## src/rtl/pwm_multi_channel.sv

```systemverilog
// pwm_multi_channel: CHANNELS PWM outputs sharing one prescaled WIDTH-bit timebase.
// The timebase is edge-aligned (0..P, P+1 ticks) or centre-aligned (0..P..1, 2P ticks).
// Period, duty and mode sit in shadow registers. A reload happens only at a period
// boundary, so an output never sees a partial or glitched period.
// Ports:
//   clk, rst_n        clock, async active-low reset
//   en                run enable; 0 holds the timebase at 0 and drives inactive levels
//   prescale          tick every prescale+1 clk (live, not shadowed)
//   period            top count P
//   duty              per-channel duty, channel i at [i*WIDTH +: WIDTH]
//   center            0 edge-aligned, 1 centre-aligned
//   polarity          per-channel output inversion (live)
//   upd_req           pulse: reload shadows at the next boundary
//   pwm_out           registered PWM outputs
//   period_end        1-clk pulse per boundary
//   upd_done          1-clk pulse when shadows were reloaded at a boundary

// One channel: duty shadow plus the registered compare output.
module pwm_chan #(
  parameter int WIDTH = 8
) (
  input  logic             clk,
  input  logic             rst_n,
  input  logic             en_i,
  input  logic             load_i,
  input  logic [WIDTH-1:0] cnt_i,
  input  logic [WIDTH-1:0] duty_i,
  input  logic             pol_i,
  output logic             pwm_o
);
  logic [WIDTH-1:0] duty_sh_q;
  logic             pwm_d;

  // While disabled the output sits at its inactive level, which is the polarity bit.
  assign pwm_d = en_i ? ((cnt_i < duty_sh_q) ^ pol_i) : pol_i;

  always_ff @(posedge clk or negedge rst_n) begin
    if (!rst_n) begin
      duty_sh_q <= '0;
      pwm_o     <= 1'b0;
    end else begin
      if (load_i) duty_sh_q <= duty_i;
      pwm_o <= pwm_d;
    end
  end
endmodule

module pwm_multi_channel #(
  parameter int CHANNELS   = 4,
  parameter int WIDTH      = 8,
  parameter int PRESCALE_W = 8
) (
  input  logic                      clk,
  input  logic                      rst_n,
  input  logic                      en,
  input  logic [PRESCALE_W-1:0]     prescale,
  input  logic [WIDTH-1:0]          period,
  input  logic [CHANNELS*WIDTH-1:0] duty,
  input  logic                      center,
  input  logic [CHANNELS-1:0]       polarity,
  input  logic                      upd_req,
  output logic [CHANNELS-1:0]       pwm_out,
  output logic                      period_end,
  output logic                      upd_done
);
  logic [PRESCALE_W-1:0] pre_cnt_q, pre_cnt_d;
  logic [WIDTH-1:0]      cnt_q, cnt_d;
  logic                  dir_q, dir_d;          // 0 = up, 1 = down
  logic                  pend_q, pend_d;
  logic [WIDTH-1:0]      period_sh_q;
  logic                  center_sh_q;
  logic                  tick, boundary, pend_eff, load;

  assign tick     = en && (pre_cnt_q == prescale);
  // A request arriving on the boundary cycle itself is honoured at that boundary.
  assign pend_eff = pend_q | upd_req;
  // Disabled: shadows follow the live inputs so a restart uses fresh values.
  assign load     = !en || (boundary && pend_eff);

  always_comb begin
    pre_cnt_d = pre_cnt_q + PRESCALE_W'(1);
    cnt_d     = cnt_q;
    dir_d     = dir_q;
    boundary  = 1'b0;
    if (tick) begin
      pre_cnt_d = '0;
      if (!center_sh_q) begin
        if (cnt_q == period_sh_q) begin
          cnt_d    = '0;
          boundary = 1'b1;
        end else begin
          cnt_d = cnt_q + WIDTH'(1);
        end
      end else if (!dir_q) begin
        if (cnt_q == period_sh_q) begin
          // With P<=1 there is no down leg. P=0 makes every tick a boundary.
          // P=1 gives the 2-tick period 0,1.
          if (period_sh_q <= WIDTH'(1)) begin
            cnt_d    = '0;
            boundary = 1'b1;
          end else begin
            dir_d = 1'b1;
            cnt_d = period_sh_q - WIDTH'(1);
          end
        end else begin
          cnt_d = cnt_q + WIDTH'(1);
        end
      end else begin
        // Test <=1 rather than ==1 so the down leg can never underflow.
        if (cnt_q <= WIDTH'(1)) begin
          dir_d    = 1'b0;
          cnt_d    = '0;
          boundary = 1'b1;
        end else begin
          cnt_d = cnt_q - WIDTH'(1);
        end
      end
    end
    pend_d = (boundary && pend_eff) ? 1'b0 : pend_eff;
    if (!en) begin
      pre_cnt_d = '0;
      cnt_d     = '0;
      dir_d     = 1'b0;
      pend_d    = 1'b0;
    end
  end

  always_ff @(posedge clk or negedge rst_n) begin
    if (!rst_n) begin
      pre_cnt_q   <= '0;
      cnt_q       <= '0;
      dir_q       <= 1'b0;
      pend_q      <= 1'b0;
      period_sh_q <= '0;
      center_sh_q <= 1'b0;
      period_end  <= 1'b0;
      upd_done    <= 1'b0;
    end else begin
      pre_cnt_q  <= pre_cnt_d;
      cnt_q      <= cnt_d;
      dir_q      <= dir_d;
      pend_q     <= pend_d;
      period_end <= boundary;
      upd_done   <= boundary && pend_eff;
      if (load) begin
        period_sh_q <= period;
        center_sh_q <= center;
      end
    end
  end

  for (genvar i = 0; i < CHANNELS; i++) begin : g_ch
    pwm_chan #(.WIDTH(WIDTH)) u_ch (
      .clk    (clk),
      .rst_n  (rst_n),
      .en_i   (en),
      .load_i (load),
      .cnt_i  (cnt_q),
      .duty_i (duty[i*WIDTH +: WIDTH]),
      .pol_i  (polarity[i]),
      .pwm_o  (pwm_out[i])
    );
  end
endmodule
```

## config.mk

```make
export PLATFORM = sky130hd
export DESIGN_NAME = pwm_multi_channel
export DESIGN_NICKNAME = d
export VERILOG_FILES = /design/src/rtl/pwm_multi_channel.sv
export SDC_FILE = /design/constraint.sdc
export NUM_CORES = 1
export LEC_CHECK = 0
export ABC_AREA = 1
export BUFFER_PORTS_ARGS = -buffer_cell sky130_fd_sc_hd__buf_2
export CAP_MARGIN = 30
export CORE_MARGIN = 3
export CORE_UTILIZATION = 58
export DETAILED_ROUTE_END_ITERATION = 6
export PLACE_DENSITY = 0.87
export SYNTH_ARGS = -nofsm -noshare
export SYNTH_HDL_FRONTEND = slang
export SYNTH_HIERARCHICAL = 1
export SYNTH_SLANG_ARGS = --single-unit
```

## constraint.sdc

```tcl
create_clock -name clk -period 2.8 [get_ports clk]
set_input_delay 0.28 -clock clk [delete_from_list [all_inputs] [get_ports clk]]
set_output_delay 0.28 -clock clk [all_outputs]
set_load 0.01 [all_outputs]
```

Word level (Yosys, flattened, before mapping) --
Index checks and enable logic that the tools add are counted.
Storage, ports and cells: register bits after elaboration 65, input bits 57, output and inout bits 6, word-level logic and storage cells 70
Cells by class: add/subtract/negate cells 4, $lt $le $gt $ge 6, equal/unequal tests 4, mux-type cells 30, bitwise operators 5, reductions and logical operators 5
Operator list (number):
- $mux 8 | 10
- $lt 8x8->1 | 4
- $mux 1 | 20
- $add 8x1->8 const B | 2
- $eq 8x8->1 | 2
- $le 8x1->1 const B | 2
- $sub 8x1->8 const B | 2
- $ne 2x1->1 const B | 2
- $xor 1x1->1 | 4
- $logic_and 1x1->1 | 2
- $reduce_and 2->1 | 1
- $logic_not 1->1 | 1
- $logic_or 1x1->1 | 1
- $or 1x1->1 | 1

Logic depth before layout (Yosys ltp) --
Gate-level depths: netlist of run 1.
depth in word-level cells 9, mapped depth 13, mapped depth without buffers 12

Hierarchy --
The synthesis of run 1 kept the hierarchy.
Modules (own cells, without submodules):
- pwm_multi_channel | times used 1, cells each 358, area an instance 2270.9 um^2, seq. area each 725.7 um^2
- pwm_chan | times used 4, cells each 64, area an instance 524.3 um^2, seq. area each 225.2 um^2

Worst setup path before layout of run 1 --
No wires, ideal clock.
path kind register to register, start point register cnt_q[0], end point register g_ch[0].u_ch.duty_sh_q[3], setup time 128 ps, arrival 1983 ps, data required time 2672 ps, slack 689 ps, stages on the path, launching flop included 13, path buffers 1, clock period less this slack 2111 ps, cells stage by stage dfrtp_1 inv_1 ha_1 or2_2 nand3_1 nor2_4 nand3_1 nand2_2 nand3_4 nand2_4 buf_2 nand2_1 o21ai_0
Between the ends: longest elaborated chain between the ends 7, elaborated cells between the ends (all ways) 10, those cells by class order compare (1); eq/ne (1); mux (6); reduce/logical (2)
RTL lines:
- start: declaration | RTL line 67 | logic [WIDTH-1:0] cnt_q, cnt_d;
- start signal: assignment | RTL line 140 | cnt_q <= cnt_d;
- $le 8x1->1 / $eq 8x8->1 (equally long branches) | RTL line 110, 88, 95
- $mux 1 (on tied branches) | RTL line 110, 95
- $mux 1 | RTL line 94 | end else if (!dir_q) begin
- $mux 1 * | RTL line 87 | if (!center_sh_q) begin
- $mux 1 * | RTL line 85 | if (tick) begin
- $logic_and 1x1->1 * | RTL line 78 | assign load = !en || (boundary && pend_eff);
- $logic_or 1x1->1 * | RTL line 78
- named net load | RTL line 72 | logic tick, boundary, pend_eff, load;
- end signal: assignment | RTL line 42 | if (load_i) duty_sh_q <= duty_i;
- end: declaration | RTL line 31 | logic [WIDTH-1:0] duty_sh_q;
The timed path passes the listed nets; every way through them passes the cells marked *. A chain may end at the register's enable or synchronous reset.

Worst setup path after layout of run 1 --
start point register period_sh_q[1], end point register g_ch[3].u_ch.duty_sh_q[0]
Between the ends: longest elaborated chain between the ends 8, elaborated cells between the ends (all ways) 10, those cells by class order compare (1); eq/ne (1); mux (6); reduce/logical (2)
RTL lines:
- start: declaration | RTL line 70 | logic [WIDTH-1:0] period_sh_q;
- start signal: assignment | RTL line 146 | period_sh_q <= period;
- $le 8x1->1 | RTL line 98 | if (period_sh_q <= WIDTH'(1)) begin
- $mux 1 | RTL line 98
- $mux 1 | RTL line 95 | if (cnt_q == period_sh_q) begin
- $mux 1 | RTL line 94
- $mux 1 * | RTL line 87
- $mux 1 * | RTL line 85
- $logic_and 1x1->1 * | RTL line 78
- $logic_or 1x1->1 * | RTL line 78
- named net load | RTL line 72
- end signal: assignment | RTL line 42
- end: declaration | RTL line 31
Marked as above.

==> out/summary.txt, run 1 <==
Number of global-route vias before repair - 4109
Worst endpoint required time - 3.02 ns
Die width - 92.8 µm
TritonCTS clock tree - yes
Clock Skews - 0.0138 ns
Commonest cells after routing, fill and taps aside - nand2_1 (212), inv_1 (81), dfrtp_1 (65), buf_2 (62), nor2_1 (46)
Die area - 8610 µm²
Core ar. - 7290 µm²
Setup WS post-layout - 0.239 ns
Cell area after layout - 5060 µm²
DRT Pass-1 Iters - 6
Clk buf depth - 2
Crit path cell chain - inv_1 > ha_1 > nor2_1 > nor2_1 > nand3_1 > nand2_1 > nand3_2 > nand2_2 > nand3_4 > nand2_4 > mux2_2
Total Routed Length - 10500 µm
Detailed placement HPWL - 7660 µm
H-tree levels - 3
Pleak - 2.90 nW
Clock Tree Root - clkbuf_8
Ranking of synthesized cells by area - dfrtp_1 (37%), nand2_1 (18%), ha_1 (9.7%), inv_1 (7.0%), nand3_1 (5.0%)
Pwr Total - 2.30 mW
P per Cell Area - 455 nW/µm²
Top cell type's share of synthesized area - 0.372
CP max FO - 54
Post-CTS Hold Fix Bufs - 0
Worst EP arrival - 2.79 ns
Clk_lat worst skew - 0.35 ns
Min-Delay Path Class - in -> async
Overflow after GRT - 0
Fraction of layout cells with a size suffix above 1 - 0.174
Starting density of the core - 0.599
Max-slew headroom - 0.433
Dpl cells - 777
Placed cell areas - 4840 µm²
Synthesized flop and latch total - 65
Total track usage - 0.255
Cells after Synth - 614
Post-synth top area cell - dfrtp_1
Final setup fails - 0
Final Non-Filler Cells - 793
Vias - 4152
# diodes - 0
VDD IR max - 0.000346 V
Synthesized area per cell - 7.11 µm²
Syn nets - 705
F_max - 390 MHz
Die Span Y - 92.8 µm
Crit path kind - reg -> reg
Synth Cell Area - 4370 µm²
Post-CTS Setup Inserts - 0
Post-CTS resize count - 0
Status - finished, final reports clean
Most common cell after layout, fill and taps aside - nand2_1
Total CTS buffers - 9
Num Clock Sinks - 65
Max Cap Violations - 0
Cell family with most CP delay - simple AND/OR/NAND/NOR gates
Post-DR vias/cell - 5.24
Count of different cell masters after synthesis - 32
Placer Congestion - 1.07
YS warnings - 6
Crit path largest cell delay - 0.42 ns
Antenna viol nets, final - 0
I/O pins - 63
Worst-margin pin slew - 0.850 ns
Final setup TNS - 0 ns
Place WS - 0.278 ns
Drt drc - 0
Tcrit/Tclk final - 0.915
Worst Setup End Kind - flip-flop
Flop2flop setup slack - 0.24 ns
Final Hold Vio Count - 0
Hold Slack - 0.0726 ns
CP most frequent cell - nor2_1
First-pass GRT wire length - 17800 µm
Crit path buf inv count - 1
Final Core Density - 0.693
Startpoint types - flip-flop
Row cnt - 31
Routed WL per cell - 13.2 µm
Clock transition at path regs - 0.08 ns
Nets - 780
Fin crit period - 2.56 ns
Slew Viols, Final - 0
I/O Buffers - 62
Area Overhead vs Synth - 15.8%
Iteration-0 DRC Markers - 430
Register area share after synthesis - 0.372
Largest net degree at the start of global routing - 66
Worst path slowest cell - dfrtp_1
Initial antenna violation count - 0
RSZ-0062 raised after global routing - false
state kept, by name, indices dropped and copies added (netlist names):
| signal | count |
|---|---|
| g_ch.u_ch/duty_sh_q | 32 |
| cnt_q | 8 |
| period_sh_q | 8 |
| pre_cnt_q | 8 |
| g_ch.u_ch/pwm_o | 4 |
| center_sh_q | 1 |
| dir_q | 1 |
| pend_q | 1 |
| period_end | 1 |
| upd_done | 1 |
path summary, 6_finish.rpt:
path,start,endpoint,cells past startpoint
max,period_sh_q[1]$_DFFE_PN0P_,g_ch[3].u_ch/duty_sh_q[0]$_DFFE_PN0P_,11
max in group asynchronous,rst_n,g_ch[1].u_ch/duty_sh_q[3]$_DFFE_PN0P_,2
max reg2reg,period_sh_q[1]$_DFFE_PN0P_,g_ch[3].u_ch/duty_sh_q[0]$_DFFE_PN0P_,11
min in group clk,duty[15],g_ch[1].u_ch/duty_sh_q[7]$_DFFE_PN0P_,3
min reg2reg,g_ch[2].u_ch/duty_sh_q[0]$_DFFE_PN0P_,g_ch[2].u_ch/duty_sh_q[0]$_DFFE_PN0P_,1
min,rst_n,g_ch[1].u_ch/pwm_o$_DFF_PN0_,2
power breakdown:
| group | internal (mW) | switching [mW] | total (mW) | leakage [nW] |
|---|---|---|---|---|
| logic | 0.140 | 0.218 | 0.358 | 1.97 |
| clock network | 0.525 | 0.373 | 0.898 | 0.113 |
| registers | 1.00 | 0.0417 | 1.04 | 0.817 |
| total | 1.67 | 0.633 | 2.30 | 2.90 |
area by class of cell:
class / instances / area (µm²)
Tap cell: 99 / 124
Timing Repair Buffer: 73 / 393
Clock buffer: 11 / 141
Clock inverter: 5 / 78.8
Fill cell: 618 / 2240
Inverter: 92 / 345
Multi-Input combinational cell: 448 / 2350
Sequential cell: 65 / 1630
synth_stat cells (all sizes together):
master and count:
a211oi 1, ha 34, o21ai 42, mux2 4, nand3 49, a21oi 22
clkinv 1, xor2 4, xnor2 9, or2 2, nand4 2, nand3b 1
nor3 7, dfrtp 65, nor2 50, buf 8, inv 91, a21o 4
clkbuf 1, nand2 216, a31oi 1
layer usage:
metal	routed length (µm)	GRT usage	vias up
met5	0	0	-
met4	275	0.127	0
met3	604	0.0309	32
met2	5230	0.440	146
met1	4360	0.314	1895
li1	-	-	2079
kinds of logic after synthesis:
| logic type | synth area share |
|---|---|
| AOI/OAI and AO/OA | 0.0834 |
| xor gates and xnor gates | 0.0261 |
| adders and majority gates | 0.0974 |
| buffers and inverters | 0.0902 |
| DFF | 0.372 |
| muxes | 0.0103 |
| and+or+nand+nor | 0.320 |
(Power assumes the default switching activity.)
==> run 2: changes to the inputs <==
Settings changed: MAX_ROUTING_LAYER from default to met4.
==> run 2 against run 1 <==
  * Fmax is 5.0% higher
  * Clock-buffer cell count unchanged
  * Clock skew increased by 0.0013 ns
  * Combinational power rose by 2%
  * Sequential cell count unchanged
  * Via count shrank 0.70%
  * Critical path type unchanged
  * Power shrank 7.6%
==> out/summary.txt, run 2 (synthesis results as in run 1) <==
Status - finished, final reports clean
Worst-margin pin slew - 0.519 ns
Post-CTS Setup Inserts - 0
Routed WL per cell - 13.7 µm
Startpoint types - flip-flop
Crit path kind - reg -> reg
Max Cap Violations - 0
Nets - 785
Clock Skews - 0.0151 ns
Die area - 8610 µm²
Cell family with most CP delay - simple AND/OR/NAND/NOR gates
Final setup fails - 0
Iteration-0 DRC Markers - 274
Clk_lat worst skew - 0.34 ns
Post-CTS Hold Fix Bufs - 1
Worst EP arrival - 2.65 ns
Core ar. - 7290 µm²
CP most frequent cell - nor2_1
RSZ-0062 raised after global routing - false
Crit path cell chain - inv_1 > ha_1 > nor2_1 > nor2_1 > nand3_1 > nand2_1 > nand3_2 > nand2_2 > nand3_4 > nand2_4 > mux2_2
Filler instances - 666
Place WS - 0.392 ns
Worst endpoint required time - 3.02 ns
Pleak - 2.90 nW
Crit path largest cell delay - 0.45 ns
DRT Pass-1 Iters - 6
Detailed placement HPWL - 8270 µm
Fin crit period - 2.44 ns
Tcrit/Tclk final - 0.871
Post-DR vias/cell - 5.18
Setup WS post-layout - 0.362 ns
Overflow after GRT - 0
Drt drc - 0
Post-CTS resize count - 0
Fraction of layout cells with a size suffix above 1 - 0.178
Antenna viol nets, final - 0
P per Cell Area - 421 nW/µm²
# diodes - 0
TritonCTS clock tree - yes
Clock transition at path regs - 0.08 ns
Total CTS buffers - 9
Worst Setup End Kind - flip-flop
Initial antenna violation count - 0
Worst path slowest cell - dfrtp_1
H-tree levels - 3
I/O pins - 63
Crit path buf inv count - 1
Max-slew headroom - 0.654
Starting density of the core - 0.599
CP max FO - 42
Multi-input gate area - 2350 µm²
Most common cell after layout, fill and taps aside - nand2_1
Max FFs per register - 32
Min-Delay Path Class - in -> reg
I/O Buffers - 62
Total Routed Length - 10900 µm
Vias - 4123
Clock Tree Root - clkbuf_8
Final setup TNS - 0 ns
Register area - 1630 µm²
Largest net degree at the start of global routing - 43
Row cnt - 31
Number of global-route vias before repair - 3992
VDD IR max - 0.000281 V
Placer Congestion - 0.948
Commonest cells after routing, fill and taps aside - nand2_1 (212), inv_1 (81), dfrtp_1 (65), buf_2 (62), nor2_1 (46)
Area Overhead vs Synth - 15.5%
Die width - 92.8 µm
Slew Viols, Final - 0
Top reg by flops - g_ch.u_ch/duty_sh_q
Die Span Y - 92.8 µm
Clk buf depth - 2
Num Clock Sinks - 65
Total track usage - 0.273
F_max - 410 MHz
First-pass GRT wire length - 18100 µm
Final Hold Vio Count - 0
run 2: metal layers:
metal | track usage | part of all wire
met2 | 0.469 | 0.51
met4 | 0.0867 | 0.013
met5 | - | 0
met3 | 0.0309 | 0.053
met1 | 0.337 | 0.42
run 2: where the power goes:
group / switching [mW] / internal [mW] / leakage (nW) / total (mW)
Sequential: 0.0389 / 1.00 / 0.817 / 1.04
Clock: 0.362 / 0.357 / 0.0871 / 0.719
Combinational: 0.222 / 0.144 / 2.00 / 0.365
Total: 0.622 / 1.50 / 2.90 / 2.12
run 2: final cells by class:
| cell class | count | area share |
|---|---|---|
| Sequential cell | 65 | 0.322 |
| Multi-Input combinational cell | 448 | 0.465 |
| Tap cell | 99 | 0.0246 |
| Clock buffer | 11 | 0.0300 |
| Clock inverter | 3 | 0.00347 |
| Inverter | 92 | 0.0685 |
| Timing Repair Buffer | 78 | 0.0858 |
run 2: worst paths after layout:
| kind | startpoint | to | slack, ns | depth (start not counted) |
|---|---|---|---|---|
| worst max register to register | period_sh_q[0]$_DFFE_PN0P_ | g_ch[2].u_ch/duty_sh_q[0]$_DFFE_PN0P_ | 0.36 | 11 |
| worst min register to register | g_ch[2].u_ch/duty_sh_q[0]$_DFFE_PN0P_ | g_ch[2].u_ch/duty_sh_q[0]$_DFFE_PN0P_ | 0.51 | 1 |
| max in group asynchronous | rst_n | cnt_q[2]$_DFFE_PN0P_ | 1.64 | 3 |
| worst max-delay path | period_sh_q[0]$_DFFE_PN0P_ | g_ch[2].u_ch/duty_sh_q[0]$_DFFE_PN0P_ | 0.36 | 11 |
| worst min-delay path | period[6] | period_sh_q[6]$_DFFE_PN0P_ | 0.13 | 3 |
| min in group asynchronous | rst_n | g_ch[1].u_ch/pwm_o$_DFF_PN0_ | 0.44 | 2 |
run 2: per-stage QoR:
step                total power, mW  cell area [µm²]  hold WS [ns]  utilization  instances
CTS                            2.13             5040         0.123        0.692        796
global placement               1.40             4870         0.238        0.667        781
detailed placement             1.42             4870         0.249        0.667        781
finish                         2.12             5040         0.127        0.692        796
global route                   2.24             5040         0.136        0.692        796
floorplan                      1.28             4370       -0.0156            -        614
run 2: worst reg2reg max path: stages (launching register included):
cell and delay [ns]:
dfrtp_1 0.45, inv_1 0.13, ha_1 0.28, nor2_1 0.08
nor2_1 0.13, nand3_1 0.08, nand2_1 0.07, nand3_2 0.09
nand2_2 0.09, nand3_4 0.16, nand2_4 0.34, mux2_2 0.40
